===== config.mk =====
export PLATFORM = sky130hd
export DESIGN_NAME = ex_forward_scoreboard
export DESIGN_NICKNAME = d
export VERILOG_FILES = /design/src/rtl/fwd_pkg.sv /design/src/rtl/fwd_src_select.sv /design/src/rtl/ex_forward_scoreboard.sv
export SDC_FILE = /design/constraint.sdc
export NUM_CORES = 1
export LEC_CHECK = 0
export BUFFER_PORTS_ARGS = -buffer_cell sky130_fd_sc_hd__buf_4
export CORE_UTILIZATION = 40
export DETAILED_ROUTE_END_ITERATION = 10
export GPL_TIMING_DRIVEN = 1
export HOLD_SLACK_MARGIN = 0.12
export PLACE_DENSITY_LB_ADDON = 0.2
export REMOVE_ABC_BUFFERS = 1
export SYNTH_ARGS = -nofsm -noshare
export SYNTH_HDL_FRONTEND = slang
export SYNTH_HIERARCHICAL = 1
export SYNTH_SLANG_ARGS = --single-unit
export TNS_END_PERCENT = 50

===== constraint.sdc =====
create_clock -name clk -period 2.5 [get_ports clk]
set_input_delay 0.125 -clock clk [delete_from_list [all_inputs] [get_ports clk]]
set_output_delay 0.125 -clock clk [all_outputs]
set_load 0.01 [all_outputs]

===== src/rtl/fwd_pkg.sv =====
// rtl/fwd_pkg.sv - shared types and constants for the EX-stage forwarding scoreboard
package fwd_pkg;

    typedef enum logic [1:0] {
        ST_IDLE    = 2'd0,
        ST_WAIT    = 2'd1,
        ST_RELEASE = 2'd2
    } fwd_state_e;

    localparam logic [6:0] OP_MEMORY_LOAD  = 7'b0000011;
    localparam logic [6:0] OP_MEMORY_STORE = 7'b0100011;
    localparam logic [6:0] OP_ALU_IMM      = 7'b0010011;
    localparam logic [6:0] OP_ALU_REG      = 7'b0110011;

    localparam int REG_X0 = 0;

    // Wide enough for LOAD_LAT up to 7.
    localparam int CNT_W = 3;

endpackage


===== src/rtl/fwd_src_select.sv =====
// rtl/fwd_src_select.sv - priority operand match for one source across forwarding stages and the hold entry
module fwd_src_select
    import fwd_pkg::*;
#(
    parameter int XLEN       = 32,
    parameter int REG_ADDR_W = 5,
    parameter int NUM_FWD    = 2
) (
    input  logic [REG_ADDR_W-1:0]         rs,
    input  logic                          rs_used,
    input  logic [NUM_FWD*REG_ADDR_W-1:0] fwd_rd,
    input  logic [NUM_FWD-1:0]            fwd_regwrite,
    input  logic [NUM_FWD*XLEN-1:0]       fwd_data,
    input  logic                          hold_valid,
    input  logic [REG_ADDR_W-1:0]         hold_rd,
    input  logic [XLEN-1:0]               hold_data,
    output logic [XLEN-1:0]               src_data,
    output logic                          src_fwd_en,
    output logic                          stage0_hit
);

    logic               rs_live;
    logic [NUM_FWD-1:0] stage_match;

    assign rs_live    = rs_used && (rs != REG_ADDR_W'(REG_X0));
    assign stage0_hit = stage_match[0];

    always_comb begin
        stage_match = '0;
        for (int k = 0; k < NUM_FWD; k++) begin
            stage_match[k] = rs_live && fwd_regwrite[k] &&
                             (fwd_rd[k*REG_ADDR_W +: REG_ADDR_W] == rs);
        end
    end

    // Hold entry is the lowest priority; walking oldest to youngest lets the youngest hit win.
    always_comb begin
        src_data   = '0;
        src_fwd_en = 1'b0;
        if (rs_live && hold_valid && (hold_rd == rs)) begin
            src_data   = hold_data;
            src_fwd_en = 1'b1;
        end
        for (int k = NUM_FWD - 1; k >= 0; k--) begin
            if (stage_match[k]) begin
                src_data   = fwd_data[k*XLEN +: XLEN];
                src_fwd_en = 1'b1;
            end
        end
    end

endmodule


===== src/rtl/ex_forward_scoreboard.sv =====
// rtl/ex_forward_scoreboard.sv - EX operand forwarding with write-back hold and load-use stall FSM (option: FWD_PERF_CNT_EN)
module ex_forward_scoreboard
    import fwd_pkg::*;
#(
    parameter int XLEN       = 32,
    parameter int REG_ADDR_W = 5,
    parameter int NUM_SRC    = 2,
    parameter int NUM_FWD    = 2,
    parameter int LOAD_LAT   = 1
) (
    input  logic                          clk,
    input  logic                          rst_n,
    input  logic                          flush,
    input  logic                          ex_valid,
    input  logic [NUM_SRC*REG_ADDR_W-1:0] ex_rs,
    input  logic [NUM_SRC-1:0]            ex_rs_used,
    input  logic [NUM_FWD*REG_ADDR_W-1:0] fwd_rd,
    input  logic [NUM_FWD-1:0]            fwd_regwrite,
    input  logic [NUM_FWD-1:0]            fwd_memtoreg,
    input  logic [NUM_FWD*XLEN-1:0]       fwd_data,
    output logic [NUM_SRC*XLEN-1:0]       ex_src_data,
    output logic [NUM_SRC-1:0]            ex_src_fwd_en,
    output logic                          ex_stall
`ifdef FWD_PERF_CNT_EN
    ,
    output logic [31:0]                   perf_stall_cycles,
    output logic [31:0]                   perf_fwd_events
`endif
);

    localparam int OLD = NUM_FWD - 1;

    fwd_state_e             state, state_n;
    logic [CNT_W-1:0]       cnt, cnt_n;
    logic                   hold_valid;
    logic [REG_ADDR_W-1:0]  hold_rd;
    logic [XLEN-1:0]        hold_data;
    logic [NUM_SRC*XLEN-1:0] src_data_raw;
    logic [NUM_SRC-1:0]     src_fwd_raw;
    logic [NUM_SRC-1:0]     src_hit0;
    logic                   detect;
    logic                   older_memtoreg_unused;

    // Loads in older stages already have their data; their memtoreg never stalls.
    assign older_memtoreg_unused = |fwd_memtoreg[NUM_FWD-1:1];

    for (genvar i = 0; i < NUM_SRC; i++) begin : g_src
        fwd_src_select #(
            .XLEN       (XLEN),
            .REG_ADDR_W (REG_ADDR_W),
            .NUM_FWD    (NUM_FWD)
        ) u_sel (
            .rs           (ex_rs[i*REG_ADDR_W +: REG_ADDR_W]),
            .rs_used      (ex_rs_used[i]),
            .fwd_rd       (fwd_rd),
            .fwd_regwrite (fwd_regwrite),
            .fwd_data     (fwd_data),
            .hold_valid   (hold_valid),
            .hold_rd      (hold_rd),
            .hold_data    (hold_data),
            .src_data     (src_data_raw[i*XLEN +: XLEN]),
            .src_fwd_en   (src_fwd_raw[i]),
            .stage0_hit   (src_hit0[i])
        );
    end

    // Outputs are forced to their reset values while rst_n is low, independent of inputs.
    assign ex_src_data   = src_data_raw & {(NUM_SRC*XLEN){rst_n}};
    assign ex_src_fwd_en = src_fwd_raw & {NUM_SRC{rst_n}};
    assign detect        = rst_n && ex_valid && fwd_memtoreg[0] && (|src_hit0);

    // Write-back hold: covers the register file's write-then-read gap; survives flush.
    always_ff @(posedge clk or negedge rst_n) begin
        if (!rst_n) begin
            hold_valid <= 1'b0;
            hold_rd    <= '0;
            hold_data  <= '0;
        end else begin
            hold_valid <= fwd_regwrite[OLD] &&
                          (fwd_rd[OLD*REG_ADDR_W +: REG_ADDR_W] != REG_ADDR_W'(REG_X0));
            hold_rd    <= fwd_rd[OLD*REG_ADDR_W +: REG_ADDR_W];
            hold_data  <= fwd_data[OLD*XLEN +: XLEN];
        end
    end

    always_ff @(posedge clk or negedge rst_n) begin
        if (!rst_n) begin
            state <= ST_IDLE;
            cnt   <= '0;
        end else begin
            state <= state_n;
            cnt   <= cnt_n;
        end
    end

    // Stall spans LOAD_LAT cycles: the detecting IDLE cycle plus LOAD_LAT-1 WAIT cycles.
    always_comb begin
        state_n  = state;
        cnt_n    = cnt;
        ex_stall = 1'b0;
        case (state)
            ST_IDLE: begin
                if (detect) begin
                    ex_stall = 1'b1;
                    if (LOAD_LAT == 1) begin
                        state_n = ST_RELEASE;
                    end else begin
                        state_n = ST_WAIT;
                        cnt_n   = CNT_W'(LOAD_LAT - 1);
                    end
                end
            end
            ST_WAIT: begin
                ex_stall = 1'b1;
                if (cnt <= CNT_W'(1)) begin
                    state_n = ST_RELEASE;
                    cnt_n   = '0;
                end else begin
                    cnt_n = cnt - CNT_W'(1);
                end
            end
            ST_RELEASE: begin
                state_n = ST_IDLE;
                if (detect) begin
                    if (LOAD_LAT == 1) begin
                        state_n = ST_RELEASE;
                    end else begin
                        state_n = ST_WAIT;
                        cnt_n   = CNT_W'(LOAD_LAT - 1);
                    end
                end
            end
            default: begin
                state_n = ST_IDLE;
                cnt_n   = '0;
            end
        endcase
        if (flush) begin
            ex_stall = 1'b0;
            state_n  = ST_IDLE;
            cnt_n    = '0;
        end
    end

`ifdef FWD_PERF_CNT_EN
    always_ff @(posedge clk or negedge rst_n) begin
        if (!rst_n) begin
            perf_stall_cycles <= '0;
            perf_fwd_events   <= '0;
        end else begin
            if (ex_stall && (perf_stall_cycles != 32'hFFFF_FFFF)) begin
                perf_stall_cycles <= perf_stall_cycles + 32'd1;
            end
            if ((|ex_src_fwd_en) && (perf_fwd_events != 32'hFFFF_FFFF)) begin
                perf_fwd_events <= perf_fwd_events + 32'd1;
            end
        end
    end
`endif

endmodule


# Word-level counts from Yosys, hierarchy flattened
# Index checks and enable logic that the tools add are counted.
[op_classes]
magnitude_cmp = 1
add_sub_neg = 1
n_reduce_logical = 25
eq_ne = 11
n_bitwise = 2
mux = 23
[ops]
columns = ["cell", "n"]
rows = [
  ["2-to-1 mux 32 bit", 6],
  ["bitwise AND 64 bit", 1],
  ["== test 5 bit", 6],
  ["logical AND 1 bit", 18],
  ["nonzero test 5 bit", 3],
  ["2-to-1 mux 1 bit", 8],
  ["2-to-1 mux 2 bit", 4],
  ["2-to-1 mux 3 bit", 2],
  ["inequality test 3 bit (second input constant)", 2],
  ["one-hot mux 2 bit (3 select lines)", 1],
  ["one-hot mux 3 bit (2 select lines)", 1],
  ["OR reduction 2 bit", 2],
  ["<= comparator 3 x 1 -> 1 bit (second input constant)", 1],
  ["subtractor 3 x 1 -> 3 bit (second input constant)", 1],
  ["bitwise AND 2 bit", 1],
  ["== test 2 x 1 -> 1 bit (second input constant)", 1],
  ["== test 2 bit (second input constant)", 1],
  ["zero test 2 bit", 1],
  ["inequality test 2 x 1 -> 1 bit (second input constant)", 1],
  ["one-hot mux 1 bit (2 select lines)", 1],
  ["AND reduction 2 bit", 1],
]
[word_totals]
word_cells = 68
input_bits = 94
out_inout_bits = 67
register_bits = 43

# Depth between registers and ports, before layout
[logic_depth]
word_depth = 9
mapped_depth = 7
mapped_depth_nobuf = 6

# By module
# The synthesis kept the hierarchy.
[modules_own_cells]
columns = ["mod", "seq_area_each_um2", "area_per_inst_um2", "cells_each", "instances"]
rows = [
  ["fwd_src_select", 0.0, 869.6, 115, 2],
  ["ex_forward_scoreboard", 975.9, 1455.1, 118, 1],
]

# Worst setup path before layout
# Ideal clock, no wire load.
[synth_timing]
path_kind = "register to output"
startpoint = "register hold_rd[3]"
endpoint = "output ex_src_data[22]"
stages_incl_launch_ff = 8
arrival_time_ns = 1.740
t_required_ns = 2.375
path_buffers = 1
setup_slack_ns = 0.635
path_cell_list = "dfrtp_1 > xor2_1 > nor3_1 > o2111ai_2 > nor3_2 > buf_6 > a221o_1 > and2_1"
[synth_between]
elab_chain_cells = 6
[synth_lines]
columns = ["item", "line_no", "text"]
rows = [
  ["start: declaration", "ex_forward_scoreboard.sv:36", "logic [REG_ADDR_W-1:0] hold_rd;"],
  ["start signal: assignment", "ex_forward_scoreboard.sv:81", "hold_rd <= fwd_rd[OLD*REG_ADDR_W +: REG_ADDR_W];"],
  ["== test 5 bit", "fwd_src_select.sv:40", "if (rs_live && hold_valid && (hold_rd == rs)) begin"],
  ["logical AND 1 bit", "fwd_src_select.sv:40", ""],
  ["2-to-1 mux 32 bit", "fwd_src_select.sv:40", ""],
  ["2-to-1 mux 32 bit (2 in series)", "fwd_src_select.sv:45", "if (stage_match[k]) begin"],
  ["net src_data_raw[22]", "ex_forward_scoreboard.sv:38", "logic [NUM_SRC*XLEN-1:0] src_data_raw;"],
  ["bitwise AND 64 bit", "ex_forward_scoreboard.sv:68", "assign ex_src_data = src_data_raw & {(NUM_SRC*XLEN){rst_n}};"],
  ["end: declaration", "ex_forward_scoreboard.sv:21", "output logic [NUM_SRC*XLEN-1:0] ex_src_data,"],
]
# The timed path passes the listed nets, and every way through them passes these cells.

# Final worst setup path
[layout_timing]
startpoint = "register hold_rd[3]"
endpoint = "output ex_src_data[49]"
# Same word-level chain as after synthesis.

==> impl_metrics.json <==
{
  "status": "finished clean",
  "hold_ws_ns": 0.207,
  "slew_viol_final": 0,
  "ir_worst_vdd_mv": 0.186,
  "htreeDepth": 2,
  "seq_power_share_pct": 45.6,
  "path_cells": "xor2_1, nor3_1, o2111ai_2, nor3_4, buf_12, a221o_1, and2_1, buf_4",
  "holdPathStages": 3,
  "fin_ws_ns": 0.0832,
  "final_cell_area_um2": 5040,
  "pin_count": 161,
  "post_drt_wl_per_cell_um": 16.8,
  "hold_violations": 0,
  "synthXorXnorAreaFrac_pct": 8.23,
  "synth-compound-area-share_pct": 23.0,
  "clk_pin_slew_worst_paths_ns": 0.07,
  "vias": 3554,
  "final_cell_mix": "buf_4 (175), and2_1 (68), and3_1 (62), a221o_1 (62), dlygate4sd3_1 (41)",
  "cts_sinks": 39,
  "powerDensity_nw_per_um2": 296,
  "max_stage_delay_ns": 0.42,
  "grt_use_total_pct": 25.9,
  "rsz0062_at_grt": "false",
  "die-area_um2": 8350,
  "nets": 637,
  "io_buffers": 159,
  "cp_num_buf_inv": 2,
  "synthMuxAreaShare_pct": 0,
  "dr.pass1.iters": 6,
  "cts_tree": "done",
  "synthAdderAreaFrac_pct": 0,
  "setup_viol": 0,
  "setup.worst_path.start": "hold_rd[3]",
  "hp-class": "in2reg",
  "worstSetupPathType": "reg2out",
  "leakagePower_nw": 2.56,
  "vias_per_cell": 5.50,
  "drive_above_1_share_pct": 36.0,
  "cp_max_fo": 24,
  "n_antenna_cell": 0,
  "switchingPower_w": 0.000423,
  "wirelength_um": 10900,
  "cts_buffer_depth": 2,
  "avgSynthCellArea_um2": 9.18,
  "antenna_found_initial": 0,
  "grt_max_degree": 58,
  "crit_family": "simple AND/OR/NAND/NOR gates",
  "hp-start": "fwd_rd[8]",
  "ys_types": 28,
  "layout_commonest_cell": "buf_4",
  "netlist_instances": 348,
  "fp-row-count": 32,
  "die_y_um": 91.4,
  "drv_cap": 0,
  "drc": 0,
  "combPwrFrac_pct": 25.5,
  "synth_top_family_by_area": "simple AND/OR/NAND/NOR gates",
  "crit_slowest_cell": "dfrtp_1",
  "gp_congestion": 0.874,
  "ys_seq_area_share_pct": 30.6,
  "core_um2": 7730,
  "drt_iter0_drc": 170,
  "grt_pass1_vias": 3553,
  "clockPowerShare_pct": 28.9,
  "die_x_um": 91.4,
  "syn_area_um2": 3190,
  "dp_slack_ns": 0.0999,
  "yosysWarnings": 6,
  "synth_top_area_share_pct": 30.6,
  "grt-ovfl-total": 0,
  "worst_slew_pin_slew_ns": 0.822,
  "synth_seq_cells": 39,
  "relSlewSlack_pct": 44.9,
  "cp.required_ns": 2.38,
  "synth_area_leaders": "dfrtp_1 (31%), a221o_1 (19%), and2_1 (13%)",
  "cp.depth": 8,
  "crit_end": "ex_src_data[49]",
  "area_growth_pct": 57.9,
  "final_antenna_net_count": 0,
  "clock.fmax_ghz": 0.414,
  "start_util_pct": 41.3,
  "cp.arrival_ns": 2.29,
  "root_buffer": "clkbuf_8",
  "cp-start-kind": "flop",
  "hpwl_um": 7480,
  "place_area_um2": 4520,
  "fin_crit_ns": 2.42,
  "grt_first_pass_wirelength_um": 17400,
  "synth_top_area_cell": "dfrtp_1",
  "cts_made_buffers": 5,
  "p_int_w": 0.00107,
  "post-route-period-util_pct": 96.7,
  "swShare_pct": 28.4,
  "worstSetupEndpointType": "primary output",
  "synthSimpleGateAreaFrac_pct": 32.8
}
## how the worst min path moves through the flow
stage	slack (ns)	to
after CTS	0.20	hold_valid
final	0.21	hold_valid
after detailed placement	0.13	hold_data[24]
after global placement	0.12	hold_data[22]
after floorplan	-0.17	hold_data[0]
after global routing	0.20	hold_valid
## state kept, by name, summed over array words and instances (netlist names)
name and flops:
hold_rd 5, hold_data 32, hold_valid 1, state 1
## Yosys cell counts, drive strengths merged
master and number:
and2 68, a221o 62, and3 62, dfrtp 39, clkbuf 23, xor2 16, xnor2 14, nor3 11
buf 8, nand2 8, nand4 6, nor2 6, nand3 4, a211oi 2, a31o 2, inv 2
nor4 2, o2111ai 2, o21ai 2, o2bb2ai 2, o31a 2, or4b 2, nand4b 1, o21a 1
or4 1
## power by group through the flow
stage | registers, W | clock network, W | logic, W
floorplan | 0.000689 | 0 | 0.000103
global placement | 0.000691 | 0 | 0.000319
detailed placement | 0.000693 | 0 | 0.000325
CTS | 0.000680 | 0.000448 | 0.000377
global route | 0.000684 | 0.000472 | 0.000412
finish | 0.000681 | 0.000431 | 0.000380
## kinds of logic (layout without fill, tap and decap cells)
group                  after synthesis  count (layout)
AO/OA/AOI/OAI                       75              75
AND/OR/NAND/NOR                    171             171
XOR/XNOR                            30              30
flip-flops                          39              39
buffers and inverters               33             229
## per-stage QoR
stage | cells | total power, W | TNS [ns] | utilization [%]
2_1_floorplan | 317 | 0.000793 | -0.371 | -
3_3_place_gp | 596 | 0.00101 | 0 | 58.5
3_5_place_dp | 596 | 0.00102 | 0 | 58.5
4_1_cts | 646 | 0.00151 | 0 | 65.0
5_1_grt | 646 | 0.00157 | 0 | 65.3
6_report | 646 | 0.00149 | 0 | 65.3
## routing by layer
metal	GRT usage (%)	part of all wire, %
met5	0	0
met2	45.6	51
met1	33.7	43
met3	3.10	5.7
met4	6.08	0.50
## layout make-up
type                            count  area, um^2
Fill cell                         648        2690
Multi-Input combinational cell    276        2080
Timing Repair Buffer              219        1770
Sequential cell                    39         976
Tap cell                          102         128
Clock buffer                        6        72.6
Clock inverter                      2        12.5
Inverter                            2        7.51
## repair_timing
action                                  4_1_cts  5_1_grt
endpoints found under the setup margin       25       32
resized for setup                             0        4
hold endpoints to repair                     57        0
buffers inserted                              1        0
hold buffers                                 41        0
pin swaps                                     1        1
(Power assumes the default switching activity.)
